[config.mk]
export PLATFORM = sky130hd
export DESIGN_NAME = multi_timer
export DESIGN_NICKNAME = d
export VERILOG_FILES = /design/src/rtl/timer_pkg.sv /design/src/rtl/timer_channel.sv /design/src/rtl/multi_timer.sv
export SDC_FILE = /design/constraint.sdc
export NUM_CORES = 1
export LEC_CHECK = 0
export CORE_MARGIN = 3
export CORE_UTILIZATION = 55
export DETAILED_ROUTE_END_ITERATION = 12
export PLACE_DENSITY = 0.8
export SLEW_MARGIN = 25
export SYNTH_ARGS = -nofsm -noshare
export SYNTH_HDL_FRONTEND = slang
export SYNTH_SLANG_ARGS = --single-unit
[constraint.sdc]
create_clock -name clk -period 4.35 [get_ports clk]
set_input_delay 0.435 -clock clk [delete_from_list [all_inputs] [get_ports clk]]
set_output_delay 0.435 -clock clk [all_outputs]
set_load 0.05 [all_outputs]
[src/rtl/timer_pkg.sv]
// ============================================================================
// Module : timer_pkg
// Brief  : Width helpers shared by the multi-channel millisecond timer.
// Rev    : 1.0  initial release
// ============================================================================
`default_nettype none

package timer_pkg;

    // Bits needed to hold 0..max_val inclusive; never less than one bit.
    function automatic int count_width(input int max_val);
        return (max_val < 1) ? 1 : $clog2(max_val + 1);
    endfunction

    // Bits needed for a prescaler running 0..clks-1.
    function automatic int presc_width(input int clks);
        return (clks < 2) ? 1 : $clog2(clks);
    endfunction

endpackage

`default_nettype wire

[src/rtl/timer_channel.sv]
// ============================================================================
// Module : timer_channel
// Brief  : One up/down, one-shot/periodic timer slice stepped by a shared tick.
// Rev    : 1.0  initial release
// ============================================================================
`default_nettype none

module timer_channel
    import timer_pkg::*;
#(
    parameter int MAX_MS = 2047,
    parameter int W      = count_width(MAX_MS)
) (
    input  logic         clk,
    input  logic         reset,
    input  logic         tick,
    input  logic         enable,
    input  logic         up,
    input  logic         periodic,
    input  logic         start,
    input  logic [W-1:0] limit_in,
    output logic [W-1:0] count,
    output logic         expired,
    output logic         done,
    output logic         expired_next
);

    localparam logic [W-1:0] C_MAX = W'(MAX_MS);

    logic [W-1:0] r_count_q, w_count_d;
    logic [W-1:0] r_limit_q, w_limit_d;
    logic         r_done_q,  w_done_d;
    logic         r_expired_q, w_expired_d;
    logic [W-1:0] w_clamped;
    logic         w_terminal;

    always_comb begin
        w_count_d   = r_count_q;
        w_limit_d   = r_limit_q;
        w_done_d    = r_done_q;
        w_expired_d = 1'b0;
        w_clamped   = (limit_in > C_MAX) ? C_MAX : limit_in;
        // An up-count sitting above the limit (limit or direction changed) is terminal.
        w_terminal  = up ? (r_count_q >= r_limit_q) : (r_count_q == '0);

        if (start) begin
            w_limit_d = w_clamped;
            w_count_d = up ? '0 : w_clamped;
            w_done_d  = 1'b0;
        end else if (tick && enable && !r_done_q) begin
            if (w_terminal) begin
                w_expired_d = 1'b1;
                if (periodic) begin
                    w_count_d = up ? '0 : r_limit_q;
                end else begin
                    w_done_d  = 1'b1;
                end
            end else begin
                w_count_d = up ? (r_count_q + 1'b1) : (r_count_q - 1'b1);
            end
        end
    end

    always_ff @(posedge clk) begin
        if (reset) begin
            r_count_q   <= '0;
            r_limit_q   <= '0;
            r_done_q    <= 1'b0;
            r_expired_q <= 1'b0;
        end else begin
            r_count_q   <= w_count_d;
            r_limit_q   <= w_limit_d;
            r_done_q    <= w_done_d;
            r_expired_q <= w_expired_d;
        end
    end

    assign count        = r_count_q;
    assign expired      = r_expired_q;
    assign done         = r_done_q;
    assign expired_next = w_expired_d;

endmodule

`default_nettype wire

[src/rtl/multi_timer.sv]
// ============================================================================
// Module : multi_timer
// Brief  : N-channel millisecond timer sharing one clock-cycle prescaler.
// Rev    : 1.0  initial release
// ============================================================================
`default_nettype none

module multi_timer
    import timer_pkg::*;
#(
    parameter  int N_CH        = 2,
    parameter  int MAX_MS      = 2047,
    parameter  int CLKS_PER_MS = 50000,
    localparam int W           = count_width(MAX_MS)
) (
    input  logic            clk,
    input  logic            reset,
    input  logic [N_CH-1:0] enable,
    input  logic [N_CH-1:0] up,
    input  logic [N_CH-1:0] periodic,
    input  logic [N_CH-1:0] start,
    input  logic [N_CH*W-1:0] limit_in,
    output logic [N_CH*W-1:0] count,
    output logic [N_CH-1:0] expired,
    output logic [N_CH-1:0] done,
    output logic            expired_any
);

    localparam int             PW           = presc_width(CLKS_PER_MS);
    localparam logic [PW-1:0]  C_PRESC_LAST = PW'(CLKS_PER_MS - 1);

    logic [PW-1:0]   r_presc_q, w_presc_d;
    logic            w_tick;
    logic            r_expired_any_q, w_expired_any_d;
    logic [N_CH-1:0] w_expired_next;

    always_comb begin
        w_tick          = (r_presc_q == C_PRESC_LAST);
        w_presc_d       = w_tick ? '0 : (r_presc_q + 1'b1);
        // Built from the channels' next-state so it lines up with the expired flops.
        w_expired_any_d = |w_expired_next;
    end

    always_ff @(posedge clk) begin
        if (reset) begin
            r_presc_q       <= '0;
            r_expired_any_q <= 1'b0;
        end else begin
            r_presc_q       <= w_presc_d;
            r_expired_any_q <= w_expired_any_d;
        end
    end

    for (genvar i = 0; i < N_CH; i++) begin : g_ch
        timer_channel #(
            .MAX_MS (MAX_MS),
            .W      (W)
        ) u_channel (
            .clk          (clk),
            .reset        (reset),
            .tick         (w_tick),
            .enable       (enable[i]),
            .up           (up[i]),
            .periodic     (periodic[i]),
            .start        (start[i]),
            .limit_in     (limit_in[i*W +: W]),
            .count        (count[i*W +: W]),
            .expired      (expired[i]),
            .done         (done[i]),
            .expired_next (w_expired_next[i])
        );
    end

    assign expired_any = r_expired_any_q;

endmodule

`default_nettype wire

==> run_results.csv <==
group,metric,value,unit
worst_setup_path,endpoint_kind,"flop",
clock_tree,cts_buffers,9,
global_routing,antenna_found_initial,0,
logic_synthesis,synth.distinct_cells,62,
logic_synthesis,synth_cells,543,
worst_setup_path,crit_chain,"or4b_1 -> or4_4 -> nor3b_2 -> o21a_1 -> and2_1 -> a311oi_1",
global_routing,grt_usage,26.2,%
worst_setup_path,critPathBufInv,0,
clock_tree,clock_path_buffers,2,
clock_tree,postCtsSetupBuffers,0,
floorplanning,die_area,9260,µm²
worst_setup_path,slowest_stage,"or4_4",
worst_setup_path,cp.depth,6,
run_status,status,"complete, no violations",
placement,placed_cell_area,5070,µm²
clock_tree,cts.sinks,65,
logic_synthesis,avgSynthCellArea,8.25,µm²
logic_synthesis,synth_top_family_by_area,"compound AO/OA/AOI/OAI gates",
final_layout,filler_cell_count,644,
logic_synthesis,ys_seq_elements,65,
global_routing,grt-ovfl-total,0,
clock_tree,cts_resized,0,
power_and_ir_drop,power_density,355,nW/µm²
timing,whs,0.450,ns
logic_synthesis,synth_flop_cell,"dfxtp_1",
worst_hold_path,holdCritStartpoint,"r_presc_q[0]",
route,vias_per_cell,6.29,
timing,timing.fmax,333,MHz
global_routing,grt_max_degree,28,
worst_setup_path,cpPeakStageDelay,0.58,ns
final_layout,n_antenna_cell,0,
power_and_ir_drop,irDropWorstVdd,204,µV
clock_tree,htreeDepth,3,
worst_setup_path,crit_arrival,3.21,ns
clock_tree,ctsHoldBuffers,0,
logic_synthesis,synth_top_area_share,29.1,%
timing,tns,0,ns
timing,worstMarginPinSlew,0.764,ns
floorplanning,initial_core_util,57.4,%
clock_tree,cts_tree,"built",
placement,gp_congestion,0.948,
flow_run,cap_violations,0,
worst_setup_path,worstSetupPathType,"flop to flop",
worst_hold_path,hold_class,"flop to flop",
logic_synthesis,synth-seq-area-share,29.1,%
timing,hold_violations,0,
clock_tree,clock-root-buffer,"clkbuf_8",
route,ant_nets,0,
worst_setup_path,r2r_start,"r_presc_q[12]",
logic_synthesis,synth_compound_area_share,26.0,%
final_layout,final_nets,664,
timing,relSlewSlack,48.9,%
floorplanning,pin_count,59,
global_routing,grt_pass1_vias,3881,
worst_hold_path,holdPathEnd,"r_presc_q[0]",
clock_tree,cts.clk_slew.worst_paths,0.08,ns
logic_synthesis,yosysTopAreaCell,"dfxtp_1",
timing,fin_skew,0.0101,ns
worst_hold_path,worstHoldPathCells,1,
logic_synthesis,ys.warnings.count,0,
logic_synthesis,syn-num-nets,618,
clock_tree,clk_latency,0.35,ns
timing,rsz0062_at_grt,"false",
timing,setup_viol,0,
logic_synthesis,synth_mux_area_share,2.24,%
floorplanning,rows,32,
final_layout,area_growth,18.7,%
route,drtIter0Drc,309,
logic_synthesis,ys_top_cells_by_area,"dfxtp_1 29%, ha_1 11%, a21oi_1 6.7%",
logic_synthesis,yosys.area_share.simple,18.6,%
logic_synthesis,ys_async_sr_fraction,0,%
final_layout,fin_area,5310,µm²
floorplanning,dieHeight,96.2,µm
global_routing,grt_first_pass_wirelength,18900,µm
logic_synthesis,synth_xor_area_share,5.87,%
logic_synthesis,synth_fa_ha_area_share,12.3,%
route,drc,0,
route,routed_wl,11900,µm
worst_setup_path,r2r_end,"g_ch[1].u_channel.count[10]",
power_and_ir_drop,cellLeakagePower,2.07,nW
route,vias,4380,
worst_setup_path,r2r.worst_path.cells,6,
logic_synthesis,syn-cell-area,4480,µm²
final_layout,drive_gt1_share,7.91,%
worst_setup_path,r2r_slack,1.34,ns
floorplanning,die_w,96.2,µm
placement,port_buffers,58,
route,wl_per_cell,17.1,µm
logic_synthesis,synth-edff-count,0,
worst_setup_path,critPathMaxFanout,12,
final_layout,final_util,68.1,%
timing,timing.final.crit_share,69.1,%
floorplanning,core,7810,µm²
worst_setup_path,crit_family,"simple AND/OR/NAND/NOR gates",
timing,fin_crit,3.01,ns
worst_setup_path,cp.required,4.55,ns
worst_setup_path,start_kind,"flop",
timing,drv_slew,0,
placement,dp_hpwl,8850,µm
route,drtPass1Iterations,6,
==> cells in the final DEF, fill, tap and decap left out, types with 3 or more instances in the layout <==
cell type	Yosys	final
o41ai_1	3	3
mux2i_1	10	10
dfxtp_1	65	65
and3_1	5	5
a211oi_2	17	17
nor2_1	49	49
a222oi_1	4	4
clkbuf_8	0	9
nand3_1	15	15
a21oi_1	60	60
a21o_1	8	8
a211oi_1	6	6
nor2b_1	3	3
nor4_1	7	7
bufinv_16	0	3
o21a_1	3	3
o22ai_1	3	3
a31oi_1	3	3
nand4_1	4	4
buf_4	8	4
inv_1	33	33
o211ai_1	4	4
nand2_1	48	48
o21ai_0	20	20
xor2_1	11	11
clkdlybuf4s50_1	0	57
or3_1	4	4
a22o_1	6	6
nor3_1	17	17
xnor2_1	19	19
a22oi_1	8	8
ha_1	41	41
==> layer usage <==
metal,wire [µm],track usage [%],up-vias
li1,-,-,2077
met1,5230,36.6,2062
met4,247,9.72,0
met3,1070,5.71,29
met5,0,0,-
met2,5340,39.4,212
==> metrics by stage <==
step                      instances  worst slack (ns)  power, W
final                           696              1.34   0.00189
after global routing            696              1.20   0.00197
after CTS                       696              1.37   0.00189
after detailed placement        680              1.07   0.00125
after global placement          680              1.21   0.00123
after floorplan                 543              1.81   0.00109
==> worst register-to-register path, cell delays in order (launching register included) <==
cell,delay (ns)
dfxtp_1,0.35
or4b_1,0.53
or4_4,0.58
nor3b_2,0.26
o21a_1,0.41
and2_1,0.57
a311oi_1,0.16
==> worst max path at each step <==
stage                              from                           to
after floorplan                   up[0]   g_ch[0].u_channel.count[8]
after global placement            up[0]  g_ch[0].u_channel.count[10]
after detailed placement          up[0]  g_ch[0].u_channel.count[10]
after CTS                 r_presc_q[12]  g_ch[1].u_channel.count[10]
after global routing              up[0]  g_ch[0].u_channel.count[10]
final                     r_presc_q[12]  g_ch[1].u_channel.count[10]
==> kinds of logic (layout without fill, tap and decap cells) <==
family | count (synthesis) | in the layout
compound gates | 164 | 164
xor+xnor | 30 | 30
fa+ha+maj | 43 | 43
buf+inv | 60 | 111
flops | 65 | 65
mux | 10 | 10
simple gates | 171 | 171
==> cells in the mapped netlist, types with 2 or more instances <==
library cell,instances
buf_1,3
o21bai_1,2
o211a_1,2
inv_1,33
and2_1,2
o21ai_0,20
or4b_1,2
nand2b_1,2
o41ai_1,3
or3_1,4
a21o_1,8
a22o_1,6
dfxtp_1,65
and3_1,5
nor2b_1,3
ha_1,41
nand2_1,48
mux2i_1,10
a21oi_1,60
nand3_1,15
nor3b_1,2
or2_2,2
nand4_1,4
clkbuf_1,14
o211ai_1,4
buf_4,8
and4_1,2
o31ai_1,2
a41oi_1,2
a211oi_1,6
o22ai_1,3
fa_1,2
o21a_1,3
nor2_1,49
nor3_1,17
a211oi_2,17
xnor2_1,19
a222oi_1,4
xor2_1,11
a22oi_1,8
nor4_1,7
a31oi_1,3
==> cell type report <==
| cell class | count | area, µm² | area share (%) |
|---|---|---|---|
| repair buffers | 62 | 606 | 11.4 |
| inverters | 33 | 124 | 2.33 |
| multi-input cells | 418 | 2910 | 54.8 |
| clock buffers | 9 | 124 | 2.33 |
| clock inverters | 7 | 119 | 2.24 |
| flip-flops and latches | 65 | 1300 | 24.5 |
| well taps | 102 | 128 | 2.40 |
==> state kept, by name, summed over array words and instances (netlist names) <==
register                  cells
expired_any                   1
g_ch.u_channel.count         22
g_ch.u_channel.done           2
g_ch.u_channel.expired        2
g_ch.u_channel.r_limit_q     22
r_presc_q                    16
==> power breakdown <==
group          internal, W  switching [W]
logic             0.000237       0.000339
registers         0.000629      0.0000491
clock network     0.000380       0.000254
total              0.00125       0.000643
Power figures use the tool's default switching activity.
